`config.mk`:
```
export PLATFORM = sky130hd
export DESIGN_NAME = udp_framer
export DESIGN_NICKNAME = d
export VERILOG_FILES = /design/src/rtl/udp_framer.sv
export SDC_FILE = /design/constraint.sdc
export NUM_CORES = 1
export LEC_CHECK = 0
export CAP_MARGIN = 20
export CELL_PAD_IN_SITES_DETAIL_PLACEMENT = 0
export CELL_PAD_IN_SITES_GLOBAL_PLACEMENT = 1
export CORE_MARGIN = 3
export CORE_UTILIZATION = 46
export CTS_BUF_LIST = sky130_fd_sc_hd__clkbuf_4 sky130_fd_sc_hd__clkbuf_8
export DETAILED_ROUTE_END_ITERATION = 10
export GPL_TIMING_DRIVEN = 0
export PLACE_DENSITY = 0.81
export SYNTH_ARGS = -nofsm -noshare
export SYNTH_HDL_FRONTEND = slang
export SYNTH_SLANG_ARGS = --single-unit
export TNS_END_PERCENT = 30
```
`constraint.sdc`:
```
create_clock -name tx_clk -period 9.93 [get_ports tx_clk]
set_input_delay 1.986 -clock tx_clk [delete_from_list [all_inputs] [get_ports tx_clk]]
set_output_delay 1.986 -clock tx_clk [all_outputs]
set_load 0.01 [all_outputs]
```
`src/rtl/udp_framer.sv`:
```
`default_nettype none
// ============================================================================
// Module   : udp_framer
// Purpose  : Wraps a continuous payload byte stream into Ethernet/IPv4/UDP
//            frames: 42 header bytes followed by PAYLOAD_LEN payload bytes,
//            network byte order, no preamble and no FCS. The IPv4 header
//            checksum is computed in a one-cycle CSUM state before each frame.
// Ports    : tx_clk      - sole clock (rising edge)
//            rstn        - synchronous active-low reset
//            s_data/s_valid/s_ready - payload byte stream in
//            tx_data/tx_sop/tx_eop/tx_err/tx_wren/tx_rdy - MAC transmit side
//            busy        - high whenever a frame is in progress
//            frames_sent - completed frame count, wraps at 16 bits
// Revision : 1.0 - initial release
// ============================================================================
module udp_framer #(
  parameter int          PAYLOAD_LEN = 1024,
  parameter logic [47:0] DST_MAC     = 48'hFFFF_FFFF_FFFF,
  parameter logic [47:0] SRC_MAC     = 48'h02_00_00_00_00_01,
  parameter logic [31:0] SRC_IP      = 32'hC0A8_0102,
  parameter logic [31:0] DST_IP      = 32'hC0A8_0101,
  parameter logic [15:0] SRC_PORT    = 16'd5000,
  parameter logic [15:0] DST_PORT    = 16'd5000
) (
  input  logic        tx_clk,
  input  logic        rstn,
  input  logic [7:0]  s_data,
  input  logic        s_valid,
  output logic        s_ready,
  output logic [7:0]  tx_data,
  output logic        tx_sop,
  output logic        tx_eop,
  output logic        tx_err,
  output logic        tx_wren,
  input  logic        tx_rdy,
  output logic        busy,
  output logic [15:0] frames_sent
);

  localparam logic [15:0] C_TOTAL_LEN = 16'(PAYLOAD_LEN + 28);
  localparam logic [15:0] C_UDP_LEN   = 16'(PAYLOAD_LEN + 8);
  localparam logic [10:0] C_PAY_LAST  = 11'(PAYLOAD_LEN - 1);
  localparam logic [10:0] C_HDR_LAST  = 11'd41;

  typedef enum logic [1:0] {
    IDLE    = 2'd0,
    CSUM    = 2'd1,
    HDR     = 2'd2,
    PAYLOAD = 2'd3
  } state_t;

  state_t      state_q, state_d;
  logic [10:0] idx_q, idx_d;
  logic [15:0] ident_q, ident_d;
  logic [15:0] frames_q, frames_d;
  logic [15:0] csum_q, csum_d;

  // One's-complement sum of the nine non-checksum IPv4 header words. The
  // 20-bit accumulator cannot overflow for nine 16-bit terms; two folds are
  // enough because the first fold leaves at most a single carry bit.
  logic [19:0] csum_acc;
  logic [16:0] csum_fold1;
  logic [15:0] csum_fold2;

  always_comb begin
    csum_acc = 20'(16'h4500) + 20'(C_TOTAL_LEN) + 20'(ident_q)
             + 20'(16'h4000) + 20'(16'h4011)
             + 20'(SRC_IP[31:16]) + 20'(SRC_IP[15:0])
             + 20'(DST_IP[31:16]) + 20'(DST_IP[15:0]);
    csum_fold1 = 17'(csum_acc[15:0]) + 17'(csum_acc[19:16]);
    csum_fold2 = csum_fold1[15:0] + 16'(csum_fold1[16]);
  end

  // Whole header as one vector, byte 0 in the MSBs; the current byte is
  // selected by shifting it to the top.
  logic [335:0] hdr_vec;
  logic [335:0] hdr_shift;

  assign hdr_vec = {DST_MAC, SRC_MAC, 16'h0800,
                    8'h45, 8'h00, C_TOTAL_LEN, ident_q, 16'h4000,
                    8'h40, 8'h11, csum_q, SRC_IP, DST_IP,
                    SRC_PORT, DST_PORT, C_UDP_LEN, 16'h0000};
  assign hdr_shift = hdr_vec << {idx_q[5:0], 3'b000};

  assign tx_err      = 1'b0;
  assign frames_sent = frames_q;

  always_ff @(posedge tx_clk) begin
    if (!rstn) begin
      state_q  <= IDLE;
      idx_q    <= 11'd0;
      ident_q  <= 16'd0;
      frames_q <= 16'd0;
      csum_q   <= 16'd0;
    end else begin
      state_q  <= state_d;
      idx_q    <= idx_d;
      ident_q  <= ident_d;
      frames_q <= frames_d;
      csum_q   <= csum_d;
    end
  end

  always_comb begin
    state_d  = state_q;
    idx_d    = idx_q;
    ident_d  = ident_q;
    frames_d = frames_q;
    csum_d   = csum_q;
    s_ready  = 1'b0;
    tx_data  = 8'h00;
    tx_sop   = 1'b0;
    tx_eop   = 1'b0;
    tx_wren  = 1'b0;
    busy     = 1'b0;

    unique case (state_q)
      IDLE: begin
        if (s_valid) begin
          state_d = CSUM;
          idx_d   = 11'd0;
        end
      end

      CSUM: begin
        busy    = 1'b1;
        csum_d  = ~csum_fold2;
        state_d = HDR;
        idx_d   = 11'd0;
      end

      HDR: begin
        busy    = 1'b1;
        tx_wren = tx_rdy;
        tx_data = hdr_shift[335:328];
        tx_sop  = tx_rdy && (idx_q == 11'd0);
        if (tx_rdy) begin
          if (idx_q == C_HDR_LAST) begin
            state_d = PAYLOAD;
            idx_d   = 11'd0;
          end else begin
            idx_d = idx_q + 11'd1;
          end
        end
      end

      PAYLOAD: begin
        busy    = 1'b1;
        s_ready = tx_rdy;
        tx_wren = s_valid && tx_rdy;
        tx_data = s_data;
        tx_eop  = s_valid && tx_rdy && (idx_q == C_PAY_LAST);
        if (s_valid && tx_rdy) begin
          if (idx_q == C_PAY_LAST) begin
            state_d  = IDLE;
            idx_d    = 11'd0;
            ident_d  = ident_q + 16'd1;
            frames_d = frames_q + 16'd1;
          end else begin
            idx_d = idx_q + 11'd1;
          end
        end
      end

      default: begin
        state_d = IDLE;
        idx_d   = 11'd0;
      end
    endcase
  end

endmodule
`default_nettype wire

```
Word level (Yosys, flattened, before mapping):

Index checks and enable logic that the tools add are counted.

* register bits: 61
* latch bits: 0
* memory bits (writable): 0
* memory bits (read-only): 0
* bits of input ports: 12
* output and inout port bits: 30
* logic and storage cells: 56
* memories kept: 0

* add/subtract/negate cells: 12
* $mul: 0
* divide/modulo/power cells: 0
* $lt $le $gt $ge: 0
* equal/unequal tests: 10
* shift operators: 1
* muxes and demuxes: 18
* bitwise logic cells: 1
* reduce and logical (&&, ||, !) cells: 9

Operators with widths (number)
* $shl A336 B9 Y336: 1
* $mux W11: 5
* $pmux W11 S4: 1
* $add A20 B9 Y20 const B: 2
* $add A16 B1 Y16 const B: 2
* $add A19 B16 Y20 const B: 1
* $add A20 B16 Y20 const B: 1
* $add A18 B15 Y19 const B: 1
* $add A17 B15 Y18 const B: 1
* $add A15 B16 Y17 const A: 1
* $add A16 B4 Y17: 1
* $add A16 B1 Y16: 1
* $not A16 Y16: 1
* $pmux W8 S2: 1
* $add A11 B1 Y11 const B: 1
* $eq A11 B10 Y1 const B: 1
* $eq A11 B6 Y1 const B: 1
* $logic_not A11 Y1: 1
* $mux W2: 5
* $ne A2 B2 Y1 const B: 5
* $pmux W2 S4: 1
* $reduce_and A3 Y1: 2
* $reduce_and A5 Y1: 1
* $eq A2 B2 Y1 const B: 2
* other kinds (6): 11

Logic depth before layout (Yosys ltp):

Gate-level depths: netlist of run 1.

* depth in word-level cells: 10
* depth in mapped cells: 18

Worst setup path after synthesis of run 1:

OpenSTA, ideal clock, no wires.

* path type: input port to output port
* from: input tx_rdy
* to: output tx_eop
* arrival time: 2.832 ns
* required time: 7.944 ns
* setup slack: 5.112 ns
* stages on the path: 4
* buffers on the path: 1
* path through: and2_1 > nand2_1 > nor2_1 > buf_1

* cells in the longest elaborated chain, start to end: 3

Ends and longest elaborated chain
* from (decl): RTL line 35 `input logic tx_rdy,`
* $logic_and A1 B1 Y1 (2 in a row): RTL line 152 `tx_eop = s_valid && tx_rdy && (idx_q == C_PAY_LAST);`
* $mux W1: RTL line 117 `unique case (state_q)`
* to (decl): RTL line 32 `output logic tx_eop,`

No other way between the ends.

Worst setup path in the final report of run 1:

Ends and elaborated chain as after synthesis.

==> run_results.csv, run 1 <==
group,metric,value,unit
die,coreArea,9284,sq um
sta,hold_viol_final,0,
synth,async_flop_share,0,%
layout,antenna_cells,0,
sta,max_freq,161.7,MHz
min_path,hold_path_end,"csum_q[4]",
sta,setup_slack,3.746,ns
route,drc,0,
worst_setup_path,rrSetupSlack,5.40,ns
worst_setup_path,worstSetupPathType,"in2out",
die,die_width,103.9,um
place,pre_cts_slack,3.775,ns
route,viasPerCell,5.495,
layout,drive_gt1_share,6.560,%
grt,grt_pass1_wl,20040,um
synth,synth_area_leaders,"dfxtp_1, xnor2_1, nor2_1",
layout,final_area,5206,sq um
min_path,holdPathStages,2,
place,dpl_cell_area,4969,sq um
cts,root_buffer,"clkbuf_8",
cts,ctsResizeCount,0,
worst_setup_path,worstPathArrival,4.20,ns
grt,gr-total-overflow,0,
sta,finalCritPeriodShare,62.28,%
worst_setup_path,path_common_cell,"clkdlybuf4s50_1",
power,peakVddDrop,81.00,uV
power,p_per_area,146.9,nW/um^2
route,drt-initial-drc-count,171,
grt,grt_start_max_net_pins,11,
synth,synth_top_cell_by_area,"dfxtp_1",
grt,antenna_found_initial,0,
sta,maxSlewViolCount,0,
route,drt_wl_total,11690,um
cts,htree_levels,3,
sta,finalSetupViolCount,0,
place,gp_congestion,0.9095,
layout,fill_cells,926,
grt,grtUsageMet2,36.68,%
cts,hold_buffers,0,
place,dp_hpwl,8932,um
die,dieArea,10790,sq um
route,ant_nets,0,
power,p_leak,1.827,nW
layout,fin_nets,652,
worst_setup_path,cp.required,7.94,ns
sta,rsz0062_at_grt,"no",
grt,grt_use_met3,5.649,%
place,portBuffers,40,
die,start_util,47.47,%
cts,clk_pin_slew,0.07,ns
synth,synth_sequential_area_ratio,27.71,%
die,rows,35,
min_path,hold_class,"reg2reg",
cts,cts_made_buffers,9,
grt,use_met1,28.72,%
synth,yosys.area.top_type_share,27.71,%
grt,grt_pass1_vias,4063,
synth,synth-seq-cells,61,
synth,synth_flop_cell,"dfxtp_1",
synth,synth_enable_flop_cells,0,
synth,syn_inst,569,
route,drt_pass1_iterations,5,
cts,clock_sinks,61,
route,vias,4143,
status,status,"finished clean",
grt,grt_busiest_layer,"met2",
die,io_pins,42,
min_path,min_from,"csum_q[4]",
grt,track_usage,22.21,%
worst_setup_path,crit_path_end_kind,"output port",
run,drv_cap,0,
worst_setup_path,cp_slowest_cell,"clkdlybuf4s50_1",
synth,ys_warn_count,0,
route,routedWlPerCell,15.50,um
worst_setup_path,slowest_delay,0.63,ns
synth,syn-num-nets,600,
synth,ys_types,68,
sta,period_needed,6.184,ns
synth,syn_area,4407,sq um
cts,cts_tree,"yes",
sta,fin_worst_skew,0.008269,ns
die,die_y,103.9,um
worst_setup_path,cp-start-kind,"primary input",
cts,cts_max_path_buffers,2,
layout,syn2layout_area_growth,18.14,%
cts,cts_setup_buffers,0,
sta,fin_setup_tns,0,ns
cts,clock_latency,0.35,ns
worst_setup_path,r2r-end,"csum_q[15]",
worst_setup_path,r2r-start,"ident_q[12]",
synth,avgSynthCellArea,7.745,sq um
worst_setup_path,reg2reg_depth,17,
worst_setup_path,crit_chain,"clkdlybuf4s50_1, and2_1, nand2_1, nor2_1, buf_1, clkdlybuf4s50_1",
worst_setup_path,critPathMaxFanout,10,
layout,finish.utilization,56.08,%
sta,slew_headroom,49.59,%
sta,tightest_slew,0.7562,ns
[routing by layer]
layer,wire (um),share of wire (%)
met5,0,0
met3,514,4.4
met4,161,1.4
met1,5512,47
met2,5500,47
[worst max-delay path: cells and delay by family]
family / cells / cell delay, ns
buffers and inverters: 3 / 1.58
and+or+nand+nor: 3 / 0.61
[report_power, final]
group          internal, mW  leakage [nW]  total, mW  switching (mW)
clock                 0.161         0.115      0.262           0.101
sequential            0.271         0.495      0.289          0.0178
combinational        0.0924          1.22      0.214           0.122
total                 0.524          1.83      0.765           0.241
[cells in the mapped netlist, drive strengths merged (4+ instances only)]
master,number
o211ai,4
nor2b,6
clkbuf,22
a22o,5
nor3,15
nand3,25
dfxtp,61
a211o,4
nand2,42
nor2,81
ha,19
a211oi,10
nand4,13
xor2,22
a31oi,6
a21o,4
xnor2,45
and3,12
inv,16
nand2b,6
o21ai,34
buf,15
mux2i,17
a21oi,24
and2,7
nor4,9
[final cells by class]
class	instances	area, sq um	area share (%)
multi-input cells	454	2963	56.91
flip-flops and latches	61	1221	23.46
repair buffers	41	405.4	7.787
clock buffers	12	165.2	3.172
well taps	129	161.4	3.100
plain buffers	37	158.9	3.052
clock inverters	3	67.56	1.298
inverters	17	63.81	1.226
[per-stage QoR]
step	power (mW)	cells	hold slack, ns
floorplan	0.4346	569	0.4554
global placement	0.5026	738	0.4737
detailed placement	0.5064	738	0.4817
CTS	0.7712	753	0.4917
global route	0.8101	754	0.5175
finish	0.7647	754	0.4904
[kinds of logic (layout without fill, tap and decap cells)]
| logic type | Yosys count | after routing | synth area share [%] |
|---|---|---|---|
| mux | 19 | 19 | 4.372 |
| flops | 61 | 61 | 27.71 |
| compound gates | 118 | 118 | 17.86 |
| fa+ha+maj | 19 | 19 | 5.395 |
| other cells | 1 | 1 | 0.08510 |
| simple gates | 230 | 230 | 25.87 |
| buf+inv | 54 | 110 | 5.054 |
| xor+xnor | 67 | 67 | 13.66 |
[placed cells by master, fill, tap and decap left out, types with 4 or more instances in the layout]
cell type | netlist | routed
a211o_1 | 4 | 4
a211oi_1 | 9 | 9
a21o_1 | 4 | 4
a21oi_1 | 23 | 23
a22o_1 | 5 | 5
a31oi_1 | 6 | 6
and2_1 | 6 | 6
and3_1 | 12 | 12
buf_1 | 5 | 5
buf_2 | 7 | 8
clkbuf_1 | 22 | 22
clkbuf_8 | 0 | 12
clkdlybuf4s50_1 | 0 | 40
dfxtp_1 | 61 | 61
ha_1 | 19 | 19
inv_1 | 16 | 16
mux2i_1 | 17 | 17
nand2_1 | 42 | 42
nand2b_1 | 6 | 6
nand3_1 | 25 | 25
nand4_1 | 12 | 12
nor2_1 | 80 | 80
nor2b_1 | 6 | 6
nor3_1 | 15 | 15
nor4_1 | 7 | 7
o211ai_1 | 4 | 4
o21ai_0 | 31 | 31
xnor2_1 | 44 | 44
xor2_1 | 21 | 21
[how the worst max path moves through the flow]
stage	from	to	slack [ns]	cells after the start
after detailed placement	tx_rdy	tx_eop	3.77	6
final	tx_rdy	tx_eop	3.75	6
after global placement	tx_rdy	tx_eop	3.77	6
after global routing	tx_rdy	tx_eop	3.58	6
after CTS	tx_rdy	tx_eop	3.77	6
after floorplan	tx_rdy	tx_eop	5.11	4
[sequential cells by signal, indices dropped and copies added, names as in the netlist]
signal / flops
frames_sent: 16
state_q: 2
idx_q: 11
csum_q: 16
ident_q: 16
Note: power is estimated with default switching activity, not from simulation.
==> run 2: changes to the inputs <==
CORE_UTILIZATION = 44   (was 46)
PLACE_DENSITY = 0.78   (was 0.81)
clock period = 6.2 ns   (was 9.93 ns; I/O delays follow)
==> run_results.csv, run 2 (synthesis gave the netlist of run 1 again) <==
group,metric,value,unit
status,status,"finished clean",
worst_setup_path,worstPathArrival,3.46,ns
grt,grt_pass1_wl,20190,um
route,viasPerCell,5.540,
grt,gr-total-overflow,0,
min_path,hold_class,"reg2reg",
place,pre_cts_slack,1.518,ns
worst_setup_path,worstSetupPathType,"in2out",
die,die_y,106.1,um
place,gp_congestion,0.8518,
grt,grt_start_max_net_pins,12,
route,drc,0,
cts,cts_tree,"yes",
die,io_pins,42,
route,routedWlPerCell,16.06,um
power,p_per_area,226.8,nW/um^2
cts,clock_sinks,61,
route,ant_nets,0,
route,drt-initial-drc-count,195,
cts,root_buffer,"clkbuf_8",
layout,fill_cells,962,
sta,hold_viol_final,0,
cts,cts_max_path_buffers,2,
sta,max_freq,212.5,MHz
grt,use_met1,28.49,%
sta,slew_headroom,34.40,%
grt,antenna_found_initial,0,
power,peakVddDrop,129.2,uV
route,vias,4177,
power,p_leak,1.801,nW
sta,period_needed,4.705,ns
layout,final_cell_mix,"nor2_1, dfxtp_1, xnor2_1",
grt,grtUsageMet2,37.48,%
layout,mostFrequentLayoutCell,"nor2_1",
layout,syn2layout_area_growth,17.29,%
worst_setup_path,cp.required,4.96,ns
grt,track_usage,21.91,%
layout,antenna_cells,0,
run,drv_cap,0,
worst_setup_path,path_common_cell,"clkdlybuf4s50_1",
cts,clk_pin_slew,0.07,ns
grt,grt_pass1_vias,4032,
worst_setup_path,cp-start-kind,"primary input",
worst_setup_path,critPathMaxFanout,10,
sta,finalCritPeriodShare,75.89,%
route,drt_pass1_iterations,5,
place,portBuffers,40,
die,dieArea,11250,sq um
cts,ctsResizeCount,0,
cts,hold_buffers,0,
sta,fin_setup_tns,0,ns
worst_setup_path,crit_path_end_kind,"output port",
layout,drive_gt1_share,6.560,%
worst_setup_path,reg2reg_depth,17,
die,die_width,106.1,um
worst_setup_path,crit_chain,"clkdlybuf4s50_1, and2_1, nand2_1, nor2_1, buf_1, clkdlybuf4s50_1",
grt,grt_busiest_layer,"met2",
grt,grt_use_met3,3.279,%
min_path,holdPathStages,2,
cts,cts_setup_buffers,0,
route,drt_wl_total,12110,um
worst_setup_path,slowest_delay,0.63,ns
sta,finalSetupViolCount,0,
sta,fin_worst_skew,0.009826,ns
sta,rsz0062_at_grt,"no",
cts,htree_levels,3,
die,coreArea,9503,sq um
die,start_util,46.37,%
layout,fin_nets,651,
place,dp_hpwl,9174,um
sta,tightest_slew,0.9750,ns
worst_setup_path,cp_slowest_cell,"clkdlybuf4s50_1",
cts,clock_latency,0.34,ns
sta,setup_slack,1.495,ns
sta,maxSlewViolCount,0,
die,rows,35,
cts,cts_made_buffers,9,
==> run 2: cell count changes in the layout (fill, tap and decap cells not counted), sizes merged <==
cell,previous run,this run
clkbuf,34,32
bufinv,2,1
clkinv,1,3
clkinvlp,1,3
buf,16,15
==> run 2: metal layers <==
layer	share of wire [%]	wire (um)
met5	0	0
met4	2.0	244
met3	3.5	427
met2	47	5646
met1	48	5795
==> run 2: worst max-delay path: cells and delay by family <==
family,cells,cell delay (ns)
AND/OR/NAND/NOR,3,0.63
buffers and inverters,3,1.59
==> run 2: report_power, final <==
part | internal [mW] | switching [mW] | total, mW
Sequential | 0.434 | 0.0291 | 0.463
Combinational | 0.147 | 0.193 | 0.341
Clock | 0.195 | 0.173 | 0.368
Total | 0.776 | 0.396 | 1.17
==> run 2: layout make-up <==
| type | instances | area (sq um) | share of cell area (%) |
|---|---|---|---|
| plain buffers | 37 | 158.9 | 3.074 |
| clock buffers | 10 | 137.6 | 2.663 |
| clock inverters | 6 | 62.56 | 1.210 |
| inverters | 17 | 63.81 | 1.235 |
| multi-input cells | 454 | 2963 | 57.32 |
| flip-flops and latches | 61 | 1221 | 23.63 |
| well taps | 129 | 161.4 | 3.123 |
| repair buffers | 40 | 400.4 | 7.746 |
==> run 2: final timing paths <==
check                                 start         end  slack (ns)
worst max-delay path                 tx_rdy      tx_eop        1.50
worst min-delay path              csum_q[1]   csum_q[1]        0.49
worst max register to register  ident_q[12]  csum_q[15]        1.74
worst min register to register    csum_q[1]   csum_q[1]        0.49
==> run 2: stage by stage <==
| stage | std cells | hold slack, ns | power [mW] | instance area (sq um) | utilization [%] |
|---|---|---|---|---|---|
| 5_1_grt | 754 | 0.5294 | 1.237 | 5169 | 54.39 |
| 6_report | 754 | 0.4894 | 1.172 | 5169 | 54.39 |
| 4_1_cts | 754 | 0.4912 | 1.186 | 5169 | 54.39 |
| 2_1_floorplan | 569 | 0.4554 | 0.6960 | 4407 | - |
| 3_5_place_dp | 738 | 0.4788 | 0.8144 | 4969 | 52.28 |
| 3_3_place_gp | 738 | 0.4724 | 0.8072 | 4969 | 52.28 |
==> run 3: changes to the inputs <==
clock period = 4.6 ns   (was 6.2 ns; I/O delays follow)
==> run_results.csv, run 3 (synthesis gave the netlist of run 1 again) <==
group,metric,value,unit
status,status,"finished clean",
sta,max_freq,235.5,MHz
worst_setup_path,worstSetupPathType,"reg2out",
grt,antenna_found_initial,0,
sta,hold_slack,0.4894,ns
worst_setup_path,critPathMaxFanout,10,
route,routedWlPerCell,16.08,um
cts,cts_setup_buffers,0,
worst_setup_path,cp.required,3.68,ns
sta,hold_viol_final,0,
cts,hold_buffers,0,
sta,period_needed,4.247,ns
grt,grt_pass1_wl,20190,um
die,dieArea,11250,sq um
layout,syn2layout_area_growth,17.49,%
grt,grt_start_max_net_pins,12,
grt,track_usage,21.91,%
cts,clock_sinks,61,
sta,rsz0062_at_grt,"no",
worst_setup_path,worstPathArrival,3.33,ns
die,io_pins,42,
route,drt_wl_total,12130,um
cts,cts_max_path_buffers,2,
layout,antenna_cells,0,
die,start_util,46.37,%
layout,regArea,1221,sq um
sta,slew_headroom,34.40,%
cts,cts_tree,"yes",
worst_setup_path,slowest_delay,0.63,ns
sta,fin_worst_skew,0.01030,ns
route,drt_pass1_iterations,5,
worst_setup_path,critPathTopFamily,"buffers and inverters",
place,gp_congestion,0.8518,
layout,fin_nets,651,
die,die_width,106.1,um
route,vias,4183,
place,portBuffers,40,
power,p_total,1.578,mW
layout,drive_gt1_share,6.880,%
sta,finalSetupViolCount,0,
cts,ctsResizeCount,0,
worst_setup_path,crit_path_end_kind,"output port",
cts,clock_latency,0.34,ns
power,p_leak,1.804,nW
worst_setup_path,cp-start-kind,"flip-flop",
sta,finalCritPeriodShare,92.32,%
layout,mostFrequentLayoutCell,"nor2_1",
cts,cts_made_buffers,9,
layout,final_cell_mix,"nor2_1, dfxtp_1, xnor2_1",
power,p_per_area,304.7,nW/um^2
run,drv_cap,0,
worst_setup_path,critPathBufInv,2,
sta,fin_setup_tns,0,ns
grt,grt_pass1_vias,4032,
layout,multi_input_area,2970,sq um
cts,root_buffer,"clkbuf_8",
route,drt-initial-drc-count,204,
die,coreArea,9503,sq um
layout,final_area,5177,sq um
sta,maxSlewViolCount,0,
place,dp_hpwl,9174,um
sta,tightest_slew,0.9750,ns
worst_setup_path,cp_slowest_cell,"clkdlybuf4s50_1",
min_path,hold_class,"reg2reg",
power,peakVddDrop,174.2,uV
die,rows,35,
cts,clk_pin_slew,0.08,ns
route,ant_nets,0,
die,die_y,106.1,um
route,viasPerCell,5.548,
route,drc,0,
cts,htree_levels,3,
place,dpl_cell_area,4969,sq um
grt,gr-total-overflow,0,
layout,fill_cells,966,
worst_setup_path,crit_chain,"ha_1, and3_1, nand4_1, nor2_1, buf_1, clkdlybuf4s50_1",
-- run 3: worst register-to-register path, delay by kind of cell, from the launching register on --
kind | cells | cell delay (ns)
buffers and inverters | 2 | 0.40
adders and majority gates | 3 | 0.72
and+or+nand+nor | 7 | 1.50
DFF | 1 | 0.37
AOI/OAI and AO/OA | 5 | 1.17
-- run 3: final timing paths --
path / startpoint / endpoint / slack (ns) / cells after the start
setup / recovery: idx_q[1] / tx_eop / 0.35 / 6
hold / removal: csum_q[1] / csum_q[1] / 0.49 / 2
setup reg to reg: ident_q[7] / csum_q[15] / 0.38 / 17
hold reg to reg: csum_q[1] / csum_q[1] / 0.49 / 2
-- run 3: cell type report --
| cell class | count | area share (%) |
|---|---|---|
| plain buffers | 37 | 3.093 |
| clock buffers | 10 | 2.658 |
| clock inverters | 6 | 1.208 |
| inverters | 17 | 1.232 |
| multi-input cells | 454 | 57.37 |
| flip-flops and latches | 61 | 23.59 |
| well taps | 129 | 3.117 |
| repair buffers | 40 | 7.733 |
-- run 3: per-layer routing --
layer	share of wire (%)	routed length [um]	GRT usage (%)	vias up
li1	-	-	-	2109
met2	47	5687	37.48	92
met3	3.2	393	3.279	23
met5	0	0	0	-
met4	2.0	240	6.660	0
met1	48	5804	28.49	1959
-- run 3: report_power, final --
part	switching, mW	leakage [nW]	internal [mW]
Clock	0.231	0.0943	0.263
Combinational	0.261	1.22	0.199
Sequential	0.0393	0.495	0.585
Total	0.531	1.80	1.05
-- run 3: through the flow --
step	util, %	instances	worst slack [ns]
2_1_floorplan	-	569	0.8810
3_3_place_gp	52.28	738	0.2415
3_5_place_dp	52.28	738	0.2008
4_1_cts	54.39	754	0.1745
5_1_grt	54.48	754	0.01840
6_report	54.48	754	0.3533
